File: config.mk
export PLATFORM = sky130hd
export DESIGN_NAME = pila_parametrica
export DESIGN_NICKNAME = d
export VERILOG_FILES = /design/src/rtl/pila_pkg.sv /design/src/rtl/pila_mem.sv /design/src/rtl/pila_parametrica.sv
export SDC_FILE = /design/constraint.sdc
export NUM_CORES = 1
export LEC_CHECK = 0
export CAP_MARGIN = 20
export CORE_MARGIN = 3
export CORE_UTILIZATION = 39
export CTS_BUF_LIST = sky130_fd_sc_hd__clkbuf_16
export CTS_CLUSTER_SIZE = 25
export DETAILED_ROUTE_END_ITERATION = 10
export GPL_TIMING_DRIVEN = 0
export SLEW_MARGIN = 0
export SYNTH_ARGS = -nofsm -noshare
export SYNTH_HDL_FRONTEND = slang
export SYNTH_SLANG_ARGS = --single-unit
File: constraint.sdc
create_clock -name clk -period 3.7 [get_ports clk]
set_clock_uncertainty 0.15 [all_clocks]
set_input_delay 0.74 -clock clk [delete_from_list [all_inputs] [get_ports clk]]
set_output_delay 0.74 -clock clk [all_outputs]
set_load 0.005 [all_outputs]
File: src/rtl/pila_pkg.sv
// ---------------------------------------------------------------------------
// pila_pkg
//   Shared definitions for the parametric LIFO stack.
//   - OP_* : operation codes decoded from {push, pop}
//   - clog2: ceiling log2, usable in parameter expressions on tools that
//            lack a reliable $clog2
// ---------------------------------------------------------------------------
package pila_pkg;

    // Operation codes, indexed by {push, pop}
    localparam logic [1:0] OP_NADA      = 2'b00;
    localparam logic [1:0] OP_POP       = 2'b01;
    localparam logic [1:0] OP_PUSH      = 2'b10;
    localparam logic [1:0] OP_REEMPLAZA = 2'b11;

    // Smallest n such that 2**n >= value (clog2(1) == 0)
    function automatic int clog2(input int value);
        int res;
        res = 0;
        while ((1 << res) < value) begin
            res = res + 1;
        end
        return res;
    endfunction

endpackage

File: src/rtl/pila_mem.sv
// ---------------------------------------------------------------------------
// pila_mem
//   DEPTH x DATA register file backing the stack.
//   Ports:
//     clk          in   system clock, write on posedge
//     i_we         in   write enable
//     i_waddr      in   write index
//     i_wdata      in   write data
//     i_raddr_top  in   read index of the top entry
//     i_raddr_sub  in   read index of the entry below the top
//     o_top        out  combinational read of i_raddr_top
//     o_sub        out  combinational read of i_raddr_sub
// ---------------------------------------------------------------------------
module pila_mem
    import pila_pkg::*;
#(
    parameter int DATA  = 8,
    parameter int DEPTH = 64,
    parameter int AW    = clog2(DEPTH)
) (
    input  logic            clk,
    input  logic            i_we,
    input  logic [AW-1:0]   i_waddr,
    input  logic [DATA-1:0] i_wdata,
    input  logic [AW-1:0]   i_raddr_top,
    input  logic [AW-1:0]   i_raddr_sub,
    output logic [DATA-1:0] o_top,
    output logic [DATA-1:0] o_sub
);

    logic [DATA-1:0] r_mem [DEPTH];

    // NOTE: storage arrays are deliberately left without reset; the occupancy
    // counter defines which entries are valid, so stale contents are harmless
    // and the array maps onto plain flops/RAM without a reset tree.
    always_ff @(posedge clk) begin
        if (i_we) begin
            r_mem[i_waddr] <= i_wdata;
        end
    end

    assign o_top = r_mem[i_raddr_top];
    assign o_sub = r_mem[i_raddr_sub];

endmodule

File: src/rtl/pila_parametrica.sv
// ---------------------------------------------------------------------------
// pila_parametrica
//   Parametric LIFO stack with occupancy count, full/empty flags, guarded
//   overflow/underflow with sticky error flags and push+pop "replace top".
//   One operation per clock; every output is registered.
//   Ports:
//     clk             in   system clock
//     reset           in   synchronous active-high reset
//     activa          in   operation enable (0 = hold all state)
//     push, pop       in   operation request, qualified by activa
//     limpia_error    in   clears the sticky error flags (a new error wins)
//     entradaDatos    in   word to push / replace top with
//     salidaDatos     out  top of stack, 0 when empty
//     ocupacion       out  number of stored entries (0..DEPTH)
//     vacia, llena    out  ocupacion == 0 / ocupacion == DEPTH
//     err_desborde    out  sticky: push attempted while full
//     err_subdesborde out  sticky: pop attempted while empty
// ---------------------------------------------------------------------------
module pila_parametrica
    import pila_pkg::*;
#(
    parameter  int DATA  = 8,
    parameter  int DEPTH = 64,
    localparam int CNT_W = clog2(DEPTH + 1)
) (
    input  logic             clk,
    input  logic             reset,
    input  logic             activa,
    input  logic             push,
    input  logic             pop,
    input  logic             limpia_error,
    input  logic [DATA-1:0]  entradaDatos,
    output logic [DATA-1:0]  salidaDatos,
    output logic [CNT_W-1:0] ocupacion,
    output logic             vacia,
    output logic             llena,
    output logic             err_desborde,
    output logic             err_subdesborde
);

    localparam int              AW      = clog2(DEPTH);
    localparam logic [CNT_W-1:0] C_UNO   = CNT_W'(1);
    localparam logic [CNT_W-1:0] C_DOS   = CNT_W'(2);
    localparam logic [CNT_W-1:0] C_LLENO = CNT_W'(DEPTH);

    logic [CNT_W-1:0] r_ocup;
    logic [DATA-1:0]  r_salida;
    logic             r_vacia;
    logic             r_llena;
    logic             r_err_desb;
    logic             r_err_sub;

    logic [1:0]       w_op;
    logic [CNT_W-1:0] w_ocup_next;
    logic [DATA-1:0]  w_salida_next;
    logic             w_we;
    logic [AW-1:0]    w_waddr;
    logic             w_set_desb;
    logic             w_set_sub;
    logic [DATA-1:0]  w_sub;
    // Top-entry read port is kept for future consumers; the registered output
    // already mirrors the top, so nothing reads it today.
    logic [DATA-1:0]  w_top_unused;

    assign w_op = {push, pop};

    pila_mem #(
        .DATA  (DATA),
        .DEPTH (DEPTH),
        .AW    (AW)
    ) u_mem (
        .clk         (clk),
        .i_we        (w_we & ~reset),
        .i_waddr     (w_waddr),
        .i_wdata     (entradaDatos),
        .i_raddr_top (AW'(r_ocup - C_UNO)),
        .i_raddr_sub (AW'(r_ocup - C_DOS)),
        .o_top       (w_top_unused),
        .o_sub       (w_sub)
    );

    // Next-state decode. r_vacia/r_llena are exact decodes of r_ocup, so they
    // serve directly as the "currently empty/full" guards.
    // NOTE: every signal gets a default at the top of the block so no path
    // leaves it unassigned, which is what keeps this free of latches.
    always_comb begin
        w_ocup_next   = r_ocup;
        w_salida_next = r_salida;
        w_we          = 1'b0;
        w_waddr       = AW'(r_ocup);
        w_set_desb    = 1'b0;
        w_set_sub     = 1'b0;
        if (activa) begin
            case (w_op)
                OP_PUSH: begin
                    if (!r_llena) begin
                        w_we          = 1'b1;
                        w_ocup_next   = r_ocup + C_UNO;
                        w_salida_next = entradaDatos;
                    end else begin
                        w_set_desb = 1'b1;
                    end
                end
                OP_POP: begin
                    if (!r_vacia) begin
                        w_ocup_next   = r_ocup - C_UNO;
                        // Popping the last entry exposes an empty stack.
                        w_salida_next = (r_ocup == C_UNO) ? '0 : w_sub;
                    end else begin
                        w_set_sub = 1'b1;
                    end
                end
                OP_REEMPLAZA: begin
                    // Overwrite the top; on an empty stack this is a push.
                    w_we          = 1'b1;
                    w_salida_next = entradaDatos;
                    if (r_vacia) begin
                        w_ocup_next = C_UNO;
                    end else begin
                        w_waddr = AW'(r_ocup - C_UNO);
                    end
                end
                default: ;
            endcase
        end
    end

    // NOTE: non-blocking assignments for all state so every register samples
    // the pre-edge values, independent of statement order.
    always_ff @(posedge clk) begin
        if (reset) begin
            r_ocup     <= '0;
            r_salida   <= '0;
            r_vacia    <= 1'b1;
            r_llena    <= 1'b0;
            r_err_desb <= 1'b0;
            r_err_sub  <= 1'b0;
        end else begin
            r_ocup     <= w_ocup_next;
            r_salida   <= w_salida_next;
            r_vacia    <= (w_ocup_next == '0);
            r_llena    <= (w_ocup_next == C_LLENO);
            // Set has priority over clear.
            r_err_desb <= w_set_desb | (r_err_desb & ~limpia_error);
            r_err_sub  <= w_set_sub  | (r_err_sub  & ~limpia_error);
        end
    end

    assign salidaDatos     = r_salida;
    assign ocupacion       = r_ocup;
    assign vacia           = r_vacia;
    assign llena           = r_llena;
    assign err_desborde    = r_err_desb;
    assign err_subdesborde = r_err_sub;

endmodule

==> results.md <==
| Stage | Parameter | Value |
|---|---|---|
| min path | Number of cells on the worst hold path | 2 |
| setup path | Number of cells on the worst reg-to-reg path | 10 |
| finish | Post-route design area | 26000 um2 |
| min path | Hold-critical path endpoint | err_subdesborde |
| finish | Area growth from synthesis to layout | 19.3% |
| placed design | Final HPWL DP | 39200 um |
| power | Power density relative to cell area | 498 nW/um2 |
| clocking | Number of clock sinks seen by CTS | 531 |
| sta | Relative slew margins | 46.9% |
| sta | Setup_tns | -0.105 ns |
| die | Die Outline Area | 58700 um2 |
| placed design | Placed cells | 1943 |
| finish | Antenna Cells | 0 |
| placed design | Placed standard-cell area | 23200 um2 |
| clocking | Clock input transition at the sequential cells of the worst setup and hold paths | 0.06 ns |
| die | Ports placed on the boundary | 33 |
| sta | Slew at the pin closest to its max-slew limit | 0.796 ns |
| yosys | Syn_nets | 1184 |
| clocking | TritonCTS clock tree | done |
| finish | Fraction of layout cells with a size suffix above 1 | 28.8% |
| yosys | Sequential area share after synthesis | 72.3% |
| drt | Number of optimization iterations in the first detailed-route pass | 6 |
| outcome | Result of the run | complete, but fails checks |
| sta | Period utilisation layout | 100% |
| global route | Wire length of the first global-routing pass | 86100 um |
| drt | Detail-routed net length per standard cell | 29.0 um |
| setup path | Maximum fanout count along the critical path | 10 |
| yosys | FF+latch count, synth | 531 |
| yosys | Cell with the most instances after synthesis | sky130_fd_sc_hd__edfxtp_1 |
| sta | Fmax achieved | 270 MHz |
| die | Starting density of the core | 39.9% |
| die | Die height | 242 um |
| yosys | Mean instance size in the synthesized netlist | 18.7 um2 |
| drt | Ratio of routed vias to standard cells | 5.80 |
| power | Maximum vdd ir drop | 0.446 mV |
| yosys | Post-Syn Instances | 1163 |
| sta | Count of endpoints failing hold in the final timing report | 0 |
| global route | Via count of the first global-routing pass | 11700 |
| setup path | Required time at the worst-slack endpoint | 3.82 ns |
| setup path | Classification of the worst setup path | primary input to register |
| yosys | Most instantiated flip-flop cell in the synthesis netlist | sky130_fd_sc_hd__edfxtp_1 |
| clocking | Clock latency of the later-clocked register in the worst-skew pair | 0.61 ns |
| die | Core region area | 54600 um2 |
| clocking | CTS buffer count | 53 |
| setup path | Worst R2R End | u_mem.r_mem[34][7] |
| drt | DR vias | 12000 |
| die | Row cnt | 85 |
| yosys | Top cell type's share of synthesized area | 70.6% |
| finish | Final layout net count | 1308 |
| sta | Unrepaired setup endpoints after global routing | true |
| clocking | Buffers from clock root to sink, at most | 3 |
| drt | DRC viols | 0 |
| global route | Met3 usage in global routing | 4.46% |
| global route | Met1 Usage GRT | 29.5% |
| global route | Global-route usage over all layers | 20.2% |
| sta | Setup Viol. Count Final | 22 |
| setup path | Launch point of the worst reg-to-reg path | ocupacion[1] |
| global route | Global-route congestion overflow total | 0 |
| placed design | Placer's final routability congestion estimate | 0.901 |
| setup path | CP startpoint kind | primary input |
| min path | Path class of the lowest-slack min-delay path | register to register |
| yosys | Syn Std Cell Area | 21800 um2 |
| drt | Remaining number of nets flagged by the antenna check after routing | 0 |
| global route | Fraction of met2 tracks used by global routing | 30.6% |
| placed design | Number of input and output port buffers inserted | 32 |
| flow run | Max-cap violations | 0 |
| yosys | Library cells used by synthesis | 75 |
| sta | Setup slack after layout | -0.00689 ns |
| power | Lkg Pwr | 8.06 nW |
| yosys | Synthesis Warnings | 0 |
| power | Total power | 12.9 mW |
| setup path | Category of the worst setup path capture point | register |
| clocking | H-tree depth reported by CTS | 2 |
| sta | Clock period minus final worst setup slack | 3.71 ns |
| setup path | Setup slack of the most critical reg-to-reg path | 0.07 ns |
| finish | Post-route non-filler standard cell count | 2069 |
| die | Width of the die | 242 um |
| global route | Antenna violations before repair | 1 |
| drt | Iteration-0 DRC count of the detailed router | 1453 |
| yosys | Ranking of synthesized cells by area | sky130_fd_sc_hd__edfxtp_1 71%, sky130_fd_sc_hd__mux4_2 11%, sky130_fd_sc_hd__mux4_1 1.9% |
| global route | Layer carrying the most global-route usage | met2 |
| setup path | Arrival time worst endpoint | 3.82 ns |
| global route | Largest net degree at the start of global routing | 54 |
| yosys | Most area-hungry cell type in the Yosys netlist | sky130_fd_sc_hd__edfxtp_1 |
| min path | Startpoint of the lowest-slack hold path | err_subdesborde |
| yosys | Share of synthesized flip-flops with an asynchronous set or reset | 0% |
| yosys | Count of flip-flops with a built-in enable after synthesis | 512 |
| clocking | Clock Tree Root | sky130_fd_sc_hd__clkbuf_16 |
| yosys | Top cells by instance count after synthesis | 512 x sky130_fd_sc_hd__edfxtp_1, 108 x sky130_fd_sc_hd__mux4_2, 105 x sky130_fd_sc_hd__nor2_1 |
| drt | DRT Wirelength | 60000 um |
| sta | Max Transition Viols Final | 0 |
| outcome | Violated checks | negative setup slack |
| sta | Final hold slack | 0.352 ns |
==> through the flow <==
| step | utilization [%] | worst slack, ns |
|---|---|---|
| after CTS | 46.2 | -0.199 |
| after detailed placement | 42.5 | -1.80 |
| after global routing | 47.7 | -0.135 |
| final | 47.7 | -0.00689 |
| after floorplan | - | 0.344 |
| after global placement | 42.2 | -1.77 |
==> power by group <==
part / internal (mW) / total, mW / switching, mW
registers: 6.61 / 6.63 / 0.0258
logic: 0.486 / 1.29 / 0.802
clock network: 2.75 / 5.03 / 2.27
==> cells by family after synthesis <==
logic type	Yosys count	synth area share, %
simple gates	258	5.53
flops	531	72.3
xor+xnor	9	0.448
compound gates	125	4.26
mux	163	14.9
buf+inv	70	2.15
fa+ha+maj	7	0.402
==> placed cells by master (no fill, tap or decap), types with 24 or more instances in the layout <==
master                            netlist  final
sky130_fd_sc_hd__edfxtp_1             512    512
sky130_fd_sc_hd__mux4_2               108    108
sky130_fd_sc_hd__nor2_4                 0     64
sky130_fd_sc_hd__clkbuf_16              0     53
sky130_fd_sc_hd__nand2_1               61     47
sky130_fd_sc_hd__nor2_1               105     40
sky130_fd_sc_hd__mux2i_1               39     36
sky130_fd_sc_hd__buf_12                 4     36
sky130_fd_sc_hd__o21ai_0               28     28
sky130_fd_sc_hd__buf_2                 18     24
sky130_fd_sc_hd__clkdlybuf4s50_1        0     24
==> timing repair <==
action                     CTS  global route
setup endpoints to repair  523           515
hold buffers                 0             0
pin swaps                    4            22
resized for setup          114            79
buffers inserted             8            23
==> metal layers <==
| metal | vias to the layer above | routed length, um |
|---|---|---|
| met1 | 6334 | 25900 |
| met5 | - | 12 |
| li1 | 5038 | - |
| met4 | 2 | 1980 |
| met2 | 513 | 27500 |
| met3 | 114 | 4570 |
==> registers in the layout, summed over array words and instances, names as in the netlist <==
register and cells:
err_desborde 1, err_subdesborde 1, llena 1, ocupacion 7, salidaDatos 8, u_mem.r_mem 512, vacia 1
==> how the worst max path moves through the flow <==
stage                      start                 end  slack (ns)  cells past startpoint
finish                    activa  u_mem.r_mem[34][7]      -0.007                      7
detailed placement  ocupacion[1]      salidaDatos[4]       -1.80                     13
floorplan           ocupacion[1]   u_mem.r_mem[0][0]        0.34                     12
CTS                 ocupacion[1]  u_mem.r_mem[39][0]       -0.20                     10
global placement    ocupacion[1]      salidaDatos[2]       -1.77                     13
global route              activa  u_mem.r_mem[50][1]       -0.13                      7
==> critical path: stages <==
cell and delay (ns):
sky130_fd_sc_hd__clkdlybuf4s50_1 0.50, sky130_fd_sc_hd__clkbuf_1 0.36, sky130_fd_sc_hd__clkbuf_1 0.44, sky130_fd_sc_hd__nand3_1 0.26, sky130_fd_sc_hd__xnor2_1 0.52, sky130_fd_sc_hd__nand2_2 0.54, sky130_fd_sc_hd__nor2_4 0.44
==> final cells by class <==
type / instances / area (um2)
Clock inverter: 45 / 292
Fill cell: 4517 / 28600
Multi-Input combinational cell: 562 / 6230
Buffer: 60 / 477
Sequential cell: 531 / 15800
Inverter: 7 / 30.0
Tap cell: 739 / 925
Clock buffer: 53 / 1330
Timing Repair Buffer: 72 / 960
Note: power is estimated with default switching activity, not from simulation.
==> patch: new RTL, same settings <==
`DATA` is set to 8 in 2 places; all go to 4.
--- a/src/rtl/pila_mem.sv
+++ b/src/rtl/pila_mem.sv
@@ -15,5 +15,5 @@
     import pila_pkg::*;
 #(
-    parameter int DATA  = 8,
+    parameter int DATA  = 4,
     parameter int DEPTH = 64,
     parameter int AW    = clog2(DEPTH)
--- a/src/rtl/pila_parametrica.sv
+++ b/src/rtl/pila_parametrica.sv
@@ -20,5 +20,5 @@
     import pila_pkg::*;
 #(
-    parameter  int DATA  = 8,
+    parameter  int DATA  = 4,
     parameter  int DEPTH = 64,
     localparam int CNT_W = clog2(DEPTH + 1)
Ports: changed (resized entradaDatos and salidaDatos); port bits go from 33 to 25. No check against the original RTL was run, so the function may have changed too.
==> patch against the original RTL <==
- sequential share of layout area down 2.8 points
- sequential cell count down 260
- combinational power is 52% lower
- clock power fell by 51%
- register-to-register slack better by 0.095 ns
- worst setup slack improved by 0.17 ns
- routed wire length is 55% lower
- design area decreased by 47%
- synthesized area shrank 47%
- critical path depth rose by 5
- power fell by 50%
- fmax increased by 4.9%
- global-route usage is 3.3 points lower
==> patch: results (changes against the original RTL) <==
| Metric | Value |
|---|---|
| Status | `finished clean (was finished with violations)` |
| First-pass GRT wire length | `40.5 mm (was 86.1 mm)` |
| WL/cell | `22.9 um (was 29.0 um)` |
| Crit path from | `ocupacion[1]$_SDFF_PP0_ (was activa)` |
| Slowest-stage cell, CP | `dfxtp_2 (was nand2_2)` |
| Initial antenna violation count | `0 (was 1)` |
| Worst setup path endpoint | `salidaDatos[3]$_SDFFE_PP0P_ (was u_mem.r_mem[34][7]$_DFFE_PP_)` |
| EDFF count, synth | `256 (was 512)` |
| Storage element area | `7990 sq um (was 15800 sq um)` |
| Non-clk buf share | `4.33% (was 5.52%)` |
| Hpwl dp | `17.6 mm (was 39.2 mm)` |
| Number of global-route vias before repair | `6562 (was 11700)` |
| Post-DP Area | `12400 sq um (was 23200 sq um)` |
| Final design utilization | `47.6% (was 47.7%)` |
| Unique cell type count in the Yosys netlist | `58 (was 75)` |
| Drt via density | `5.59 (was 5.80)` |
| Crit path DAT | `3.77 ns (was 3.82 ns)` |
| Clock buffer count | `27 (was 53)` |
| Hold path startpoint | `err_desborde$_SDFF_PP0_ (was err_subdesborde$_SDFF_PP0_)` |
| Initial DRC count | `684 (was 1453)` |
| Multi-In Gates | `382 (was 562)` |
| Post-synth net total | `720 (was 1184)` |
| Resized cells post-CTS | `102 (was 114)` |
| Final Wtd Congestion | `0.881 (was 0.901)` |
| Placed Instances | `1114 (was 1943)` |
| Combinational cell power | `619 uW (was 1290 uW)` |
| Sequential cells | `271 (was 531)` |
| Cell-internal power | `5010 uW (was 9850 uW)` |
| Nets@finish | `783 (was 1308)` |
| Post-synthesis sequential area ratio | `69.0% (was 72.3%)` |
| Slew @ Worst Pin | `0.936 ns (was 0.796 ns)` |
| Vias post-DR | `6539 (was 12000)` |
| R2R Path End | `salidaDatos[3]$_SDFFE_PP0P_ (was u_mem.r_mem[34][7]$_DFFE_PP_)` |
| First drt pass iteration count | `5 (was 6)` |
| PwrDens | `468 nW/um^2 (was 498 nW/um^2)` |
| Fraction of layout instances using a drive strength above 1 | `31.2% (was 28.8%)` |
| Static leakage | `0.00422 uW (was 0.00806 uW)` |
| Worst-Skew Late Latency | `0.53 ns (was 0.61 ns)` |
| Reg2reg path depth | `12 (was 10)` |
| Port Buffers | `23 (was 32)` |
| Part of the power in registers | `52.2% (was 51.2%)` |
| Syn Inst Count | `703 (was 1163)` |
| # Taps | `384 (was 739)` |
| Htree depth | `1 (was 2)` |
| CP peak stage delay | `0.40 ns (was 0.54 ns)` |
| Post-CTS Setup Inserts | `6 (was 8)` |
==> patch: cell types whose count changed after synthesis, sizes merged, moves of 13 or more <==
| cell | unedited run | this run |
|---|---|---|
| buf | 45 | 25 |
| o21ai | 32 | 11 |
| edfxtp | 512 | 256 |
| mux2 | 0 | 16 |
| nand2 | 61 | 18 |
| nor2 | 105 | 92 |
| mux2i | 39 | 8 |
| mux4 | 124 | 56 |
| a211oi | 3 | 18 |
==> patch: cells by family after synthesis <==
kind of cell	count (synthesis)	synth area share, %
flops	271	69.0
simple gates	193	8.32
compound gates	92	5.72
buf+inv	50	2.06
mux	80	13.1
xor+xnor	10	1.05
fa+ha+maj	7	0.756
==> patch: routing by layer <==
| layer | vias to the layer above | wire (um) | track usage (%) |
|---|---|---|---|
| met3 | 48 | 1210 | 1.77 |
| met2 | 190 | 13000 | 27.6 |
| li1 | 2932 | - | - |
| met5 | - | 0 | 0 |
| met4 | 0 | 745 | 5.45 |
| met1 | 3369 | 11800 | 24.1 |
